===== config.mk =====
export PLATFORM = sky130hd
export DESIGN_NAME = sample_source
export DESIGN_NICKNAME = d
export VERILOG_FILES = /design/src/rtl/sample_source.sv
export SDC_FILE = /design/constraint.sdc
export NUM_CORES = 1
export LEC_CHECK = 0
export ABC_AREA = 1
export CELL_PAD_IN_SITES_DETAIL_PLACEMENT = 2
export CELL_PAD_IN_SITES_GLOBAL_PLACEMENT = 2
export CORE_MARGIN = 8
export CORE_UTILIZATION = 36
export CTS_BUF_LIST = sky130_fd_sc_hd__clkbuf_4 sky130_fd_sc_hd__clkbuf_8
export CTS_CLUSTER_DIAMETER = 50
export DETAILED_ROUTE_END_ITERATION = 10
export PLACE_DENSITY = 0.86
export SLEW_MARGIN = 10
export SYNTH_ARGS = -nofsm -noshare
export SYNTH_HDL_FRONTEND = slang
export SYNTH_SLANG_ARGS = --single-unit

===== constraint.sdc =====
create_clock -name Clock -period 3.18 [get_ports Clock]
set_clock_uncertainty 0.05 [all_clocks]
set_input_delay 0.636 -clock Clock [delete_from_list [all_inputs] [get_ports Clock]]
set_output_delay 0.636 -clock Clock [all_outputs]
set_load 0.02 [all_outputs]

===== src/rtl/sample_source.sv =====
// Debounced pushbutton sampler. Btn is synchronised, debounced by a four-state
// FSM with a 20-bit stability counter, and each accepted press captures the
// slide switches into Din with a one-cycle Sample strobe and bumps Count.
module sample_source #(
  parameter int unsigned DEBOUNCE_CYCLES = 50000
) (
  input  logic       Clock,
  input  logic       Reset,
  input  logic [7:0] Switches,
  input  logic       Btn,
  output logic [7:0] Din,
  output logic       Sample,
  output logic       Pressed,
  output logic [7:0] Count
);

  localparam logic [1:0] StIdle        = 2'd0;
  localparam logic [1:0] StPressWait   = 2'd1;
  localparam logic [1:0] StHeld        = 2'd2;
  localparam logic [1:0] StReleaseWait = 2'd3;

  // Terminal count: the counter stops here and never wraps.
  localparam logic [19:0] CntMax = 20'(DEBOUNCE_CYCLES - 1);

  logic        btn_meta_q;
  logic        btn_s;
  logic [1:0]  state_q, state_d;
  logic [19:0] cnt_q, cnt_d;
  logic        accept;
  logic [7:0]  din_q, din_d;
  logic        sample_q;
  logic        pressed_q, pressed_d;
  logic [7:0]  count_q, count_d;

  // Two-flop synchroniser; btn_s is the only view of Btn used elsewhere.
  always_ff @(posedge Clock or posedge Reset) begin
    if (Reset) begin
      btn_meta_q <= 1'b0;
      btn_s      <= 1'b0;
    end else begin
      btn_meta_q <= Btn;
      btn_s      <= btn_meta_q;
    end
  end

  // Debounce FSM next state; accept marks the edge that takes a press.
  always_comb begin
    state_d = state_q;
    cnt_d   = cnt_q;
    accept  = 1'b0;
    case (state_q)
      StIdle: begin
        if (btn_s) begin
          state_d = StPressWait;
          cnt_d   = '0;
        end
      end
      StPressWait: begin
        if (!btn_s) begin
          state_d = StIdle;
        end else if (cnt_q == CntMax) begin
          state_d = StHeld;
          accept  = 1'b1;
        end else begin
          cnt_d = cnt_q + 20'd1;
        end
      end
      StHeld: begin
        if (!btn_s) begin
          state_d = StReleaseWait;
          cnt_d   = '0;
        end
      end
      StReleaseWait: begin
        if (btn_s) begin
          // Release bounce: back to held without a new strobe.
          state_d = StHeld;
        end else if (cnt_q == CntMax) begin
          state_d = StIdle;
        end else begin
          cnt_d = cnt_q + 20'd1;
        end
      end
      default: begin
        state_d = StIdle;
        cnt_d   = '0;
      end
    endcase
  end

  // Output next values; Din and Count only move on an accepted press.
  always_comb begin
    din_d     = accept ? Switches : din_q;
    count_d   = accept ? count_q + 8'd1 : count_q;
    pressed_d = (state_d == StHeld) || (state_d == StReleaseWait);
  end

  // State, counter and registered outputs.
  always_ff @(posedge Clock or posedge Reset) begin
    if (Reset) begin
      state_q   <= StIdle;
      cnt_q     <= '0;
      din_q     <= 8'h00;
      sample_q  <= 1'b0;
      pressed_q <= 1'b0;
      count_q   <= 8'h00;
    end else begin
      state_q   <= state_d;
      cnt_q     <= cnt_d;
      din_q     <= din_d;
      sample_q  <= accept;
      pressed_q <= pressed_d;
      count_q   <= count_d;
    end
  end

  assign Din     = din_q;
  assign Sample  = sample_q;
  assign Pressed = pressed_q;
  assign Count   = count_q;

endmodule


==> flow_metrics.tcl, run 1 <==
set metrics [dict create \
    antenna_cells 0 \
    start_kind "register" \
    synth.avg_cell_area_um2 7.53 \
    gp_congestion 0.866 \
    syn-num-nets 337 \
    fmax_mhz 466 \
    cp_common_cell "nand2_1" \
    rows 30 \
    synthCells 324 \
    drtIter0Drc 130 \
    synthToLayoutAreaGrowth_pct 17.5 \
    die_y_um 98.3 \
    cp_num_cells 5 \
    ff2ff_path_depth 5 \
    crit_path_start "state_q[0]" \
    h-tree-depth 2 \
    drc 0 \
    worst-path-buf-inv 1 \
    yosysSeqAreaShare 0.421 \
    cts-root-buf "clkbuf_8" \
    post-cts-setup-buffers 0 \
    numPortBuffers 28 \
    comb_power_share 0.061 \
    arrival_ns 2.29 \
    final_nets 368 \
    maxSlewViolCount 0 \
    cap_violations 0 \
    vdd_ir_drop_max_uv 180 \
    clk_pin_slew_worst_paths_ns 0.09 \
    end_kind "register" \
    layout_min_cycle_time_ns 2.15 \
    grt_pass1_wl_mm 12.6 \
    drive_gt1_frac 0.0901 \
    cts_resized 0 \
    num_vias 2262 \
    insertion_delay_ns 0.30 \
    maxSlewHeadroom 0.442 \
    seq_power_share 0.557 \
    yosys_most_used_dff "dfrtp_1" \
    hpwl_mm 5.73 \
    cp.required_ns 3.32 \
    firstDrtPassIters 4 \
    rr_endpoint "Din[3]" \
    fin_crit_sh 0.675 \
    antenna_found_initial 0 \
    cts_tree "done" \
    track_usage 0.160 \
    critPathKind "register to register" \
    cts_sinks 41 \
    cp-endpoint "Din[3]" \
    rsz0062_at_grt "false" \
    gr-total-overflow 0 \
    ioPinCount 29 \
    cp_top_family "simple AND/OR/NAND/NOR gates" \
    via_per_inst 5.20 \
    hold_buffers 0 \
    crit_chain "inv_1 > nor2_1 > nand4_1 > nand2_1 > nand2_1" \
    intPower_mw 0.720 \
    core_area_um2 6680 \
    setup_violations 0 \
    outcome "completed" \
    ys_warn_count 0 \
    fp.dieW_um 98.3 \
    die-area_um2 9670 \
    grt_pass1_vias 2547 \
    tns_ns 0 \
    hp-class "register to register" \
    slowest_delay_ns 0.83 \
    ys_seq_elements 41 \
    netlist_area_um2 2440 \
    clockPowerShare 0.383 \
    p_leak_nw 1.26 \
    worstPathMaxFanout 19 \
    r2r_slack_ns 1.03 \
    grt_max_degree 28 \
    start_util 0.365 \
    clk_path_buf_depth 2 \
    drt-total-wl_mm 7.39 \
    p_per_area_nw_per_um2 337 \
    synth_edf_count 0 \
    wl_per_cell_um 17.0 \
    switching_share 0.254 \
    reg2reg_from "state_q[0]" \
    hold_violations 0 \
    cts_buffers 5 \
    final_antenna_net_count 0 \
    nFillCells 794 \
    ys_async_sr_fraction 1.00 \
    slowest_stage "dfrtp_1" \
    tightest_slew_ns 0.831 \
    synthDistinctLibCells 31 \
    p_total_mw 0.966 \
    p_sw_mw 0.246 \
]
==> how the worst min path moves through the flow <==
stage               startpoint  endpoint  slack (ns)  cells after the start
floorplan           btn_meta_q     btn_s        0.28                      0
global placement    btn_meta_q     btn_s        0.29                      0
detailed placement  btn_meta_q     btn_s        0.30                      0
CTS                 btn_meta_q     btn_s        0.32                      0
global route        btn_meta_q     btn_s        0.32                      0
finish              btn_meta_q     btn_s        0.31                      0
==> worst register-to-register path: stages, from the launching register on <==
cell	delay, ns
dfrtp_1	0.83
inv_1	0.25
nor2_1	0.24
nand4_1	0.41
nand2_1	0.20
nand2_1	0.07
==> sequential cells by signal, summed over array words and instances (netlist names) <==
name / flops
Count: 8
Sample: 1
Din: 8
btn_s: 1
btn_meta_q: 1
cnt_q: 20
state_q: 1
Pressed: 1
==> cell families (layout without fill, tap and decap cells) <==
family | after synthesis | after routing | synth area share
xor+xnor | 7 | 7 | 0.0251
compound gates | 26 | 26 | 0.0703
simple gates | 211 | 211 | 0.397
fa+ha+maj | 2 | 2 | 0.0103
flops | 41 | 41 | 0.421
buf+inv | 37 | 68 | 0.0769
==> Yosys cell counts, drive strengths merged (3+ instances only) <==
library cell / n / area [µm²]
xor2: 4 / 35.0
xnor2: 3 / 26.3
nand3: 25 / 130
nand4: 17 / 121
nor3: 6 / 30.0
nand2: 118 / 445
dfrtp: 41 / 1030
o21bai: 6 / 45.0
nor2: 43 / 228
buf: 5 / 55.0
inv: 30 / 113
o21ai: 18 / 116
==> metal layers <==
| metal | GRT usage | share of wire |
|---|---|---|
| met5 | 0 | 0 |
| met4 | 0.0401 | 0.014 |
| met3 | 0.0270 | 0.023 |
| met2 | 0.275 | 0.50 |
| met1 | 0.202 | 0.47 |
==> final cells by class <==
type                            count  area (µm²)  area share
Inverter                           31         129      0.0450
Multi-Input combinational cell    246        1230       0.428
Sequential cell                    41        1030       0.358
Tap cell                           80         100      0.0349
Timing Repair Buffer               30         295       0.103
Clock buffer                        6        82.6      0.0288
Clock inverter                      1        7.51     0.00262
==> power by group through the flow <==
stage	combinational (mW)	clock [mW]	sequential, mW
floorplan	0.0438	0	0.542
global placement	0.0576	0	0.548
detailed placement	0.0601	0	0.548
CTS	0.0607	0.379	0.538
global route	0.0658	0.398	0.539
finish	0.0586	0.370	0.538
==> per-stage QoR <==
stage	hold slack, ns	cell area, µm²	util	setup slack, ns	cells
floorplan	0.281	2440	-	1.54	324
CTS	0.318	2870	0.429	0.945	435
detailed placement	0.298	2780	0.416	0.967	428
global route	0.324	2870	0.429	0.700	435
global placement	0.286	2780	0.416	1.13	428
finish	0.309	2870	0.429	1.03	435
==> cells in the final DEF, fill, tap and decap left out <==
cell type        count
nand2_2              1
o21ai_2              7
xnor2_1              3
nand3_2              1
clkinv_8             1
a21oi_1              2
o21bai_1             6
nand4_4              1
dfrtp_1             41
inv_1               24
nor2_8               3
clkdlybuf4s50_1     28
or2_2                1
clkinv_1             1
ha_1                 2
nand3b_1             1
nor2_4               2
nor3_1               6
xor2_1               4
nor2_1              37
nand2_1            117
buf_4                2
nand3_1             24
inv_2                5
nor2_2               1
nand4_1             16
clkbuf_8             6
o21ai_0              5
o21ai_1              6
clkinvlp_4           1
Note: power is estimated with default switching activity, not from simulation.
==> run 2: changes to the inputs <==
Settings changed: CORE_UTILIZATION 36 to 30, PLACE_DENSITY 0.86 to 0.77.
Clock period 3.18 ns to 1.94 ns, I/O delays scaled along.
==> run 2 against run 1 <==
Via count up 1.8%. First-iteration DRC count shrank 52%. Largest power group unchanged. Setup slack got worse by 0.97 ns. Power grew 80%. Final area increased by 4.8%. Critical endpoint is now Pressed. Core utilization down 5.6 points. Non-clock buffer count is 7 higher. Combinational power up 86%. Final cell count is 7.8% higher. Hold slack hardly changed. Register-to-register slack got worse by 0.88 ns. Clock power increased by 100%.
==> flow_metrics.tcl, run 2 (same netlist as run 1, synthesis figures left out) <==
set metrics [dict create \
    outcome "completed" \
    multiInputGateArea_um2 1240 \
    maxSlewViolCount 0 \
    final-seq-area_um2 1030 \
    nFillCells 955 \
    firstDrtPassIters 4 \
    critPathKind "register to output port" \
    drt-total-wl_mm 7.92 \
    cts_buffers 5 \
    fin_crit_sh 0.966 \
    end_kind "output port" \
    wl_per_cell_um 16.9 \
    crit_chain "clkdlybuf4s50_1" \
    largest_reg_flops 20 \
    tightest_slew_ns 0.406 \
    num_vias 2303 \
    drive_gt1_frac 0.115 \
    layout_min_cycle_time_ns 1.87 \
    p_total_mw 1.74 \
    final_nets 376 \
    drc 0 \
    slowest_stage "clkdlybuf4s50_1" \
    layout_commonest_cell "nand2_1" \
    reg2reg_from "cnt_q[0]" \
    hp-class "register to register" \
    antenna_found_initial 0 \
    cap_violations 0 \
    p_per_area_nw_per_um2 578 \
    via_per_inst 4.91 \
    clk_path_buf_depth 2 \
    start_util 0.303 \
    cts_sinks 41 \
    h-tree-depth 2 \
    layout_common_cells "117 x nand2_1, 41 x dfrtp_1, 37 x nor2_1" \
    fmax_mhz 534 \
    track_usage 0.144 \
    start_kind "register" \
    tns_ns 0 \
    final_antenna_net_count 0 \
    die_y_um 106 \
    hpwl_mm 6.00 \
    cts-root-buf "clkbuf_8" \
    hold_path_startpoint "btn_meta_q" \
    largest-register "cnt_q" \
    worst-path-buf-inv 1 \
    grt_max_degree 42 \
    cp_top_family "buffers and inverters" \
    gr-total-overflow 0 \
    ioPinCount 29 \
    stdcell_area_um2 3000 \
    cts_tree "done" \
    final_cells 469 \
    numPortBuffers 28 \
    antenna_cells 0 \
    cp.required_ns 1.50 \
    dp.cells 459 \
    grt_pass1_vias 2563 \
    place_area_um2 2870 \
    fp.dieW_um 106 \
    slowest_delay_ns 0.66 \
    crit_path_start "Pressed" \
    clk_pin_slew_worst_paths_ns 0.10 \
    worstPathMaxFanout 5 \
    p_leak_nw 1.31 \
    arrival_ns 1.44 \
    synthToLayoutAreaGrowth_pct 23.1 \
    grt_pass1_wl_mm 13.1 \
    maxSlewHeadroom 0.729 \
    die-area_um2 11300 \
    hold_buffers 0 \
    rows 33 \
    gp_congestion 0.813 \
    drtIter0Drc 63 \
    core_area_um2 8050 \
    setup_violations 0 \
    insertion_delay_ns 0.31 \
    utilization 0.373 \
    vdd_ir_drop_max_uv 288 \
    hold_violations 0 \
]
## run 2: cell count changes in the layout (fill, tap and decap cells not counted)
cell and delta:
clkinv_4 +1, buf_12 +1, buf_4 +6, bufinv_16 +1
nor2_4 +1, clkbuf_8 -1, nand3_2 +1, nand3_1 -1
## run 2: worst paths after layout
path                            cells after the start   endpoint  slack [ns]
worst max-delay path                                1    Pressed        0.07
worst max register to register                      9  cnt_q[16]        0.15
worst min register to register                      0      btn_s        0.31
worst min-delay path                                0      btn_s        0.31
max in group asynchronous                           3  cnt_q[14]        1.26
min in group asynchronous                           3     Din[7]        0.36
## run 2: routing by layer
metal  up-vias  GRT usage  share of wire
met5         -          0              0
met1      1158      0.173           0.45
met3         9     0.0157          0.013
li1       1116          -              -
met4         0     0.0503          0.019
met2        20      0.258           0.52
## run 2: repair_timing
item,4_1_cts,5_1_grt
gates resized for setup,0,2
setup endpoints to repair,0,6
buffers inserted,0,1
## run 2: where the power goes
part / internal (mW) / switching, mW
registers: 0.864 / 0.0144
logic: 0.0414 / 0.0680
clock network: 0.386 / 0.363
## run 2: final cells by class
cell class                 count  area share
inverter                      31      0.0429
multi-input combinational    247       0.414
timing repair buffer          37       0.120
clock buffer                   5      0.0229
clock inverter                 3      0.0154
sequential                    41       0.342
tap                          105      0.0437
## run 2: metrics by stage
step           setup slack, ns  hold slack (ns)
6_report                0.0660            0.309
5_1_grt               -0.00605            0.317
4_1_cts                 0.0428            0.311
3_5_place_dp             0.111            0.288
3_3_place_gp             0.181            0.282
2_1_floorplan            0.296            0.281
==> run 3: changes to the inputs <==
Settings changed: CTS_CLUSTER_SIZE from default to 8.
==> results of run 3 <==
Final layout, timing and power as in run 2 (identical DEF).
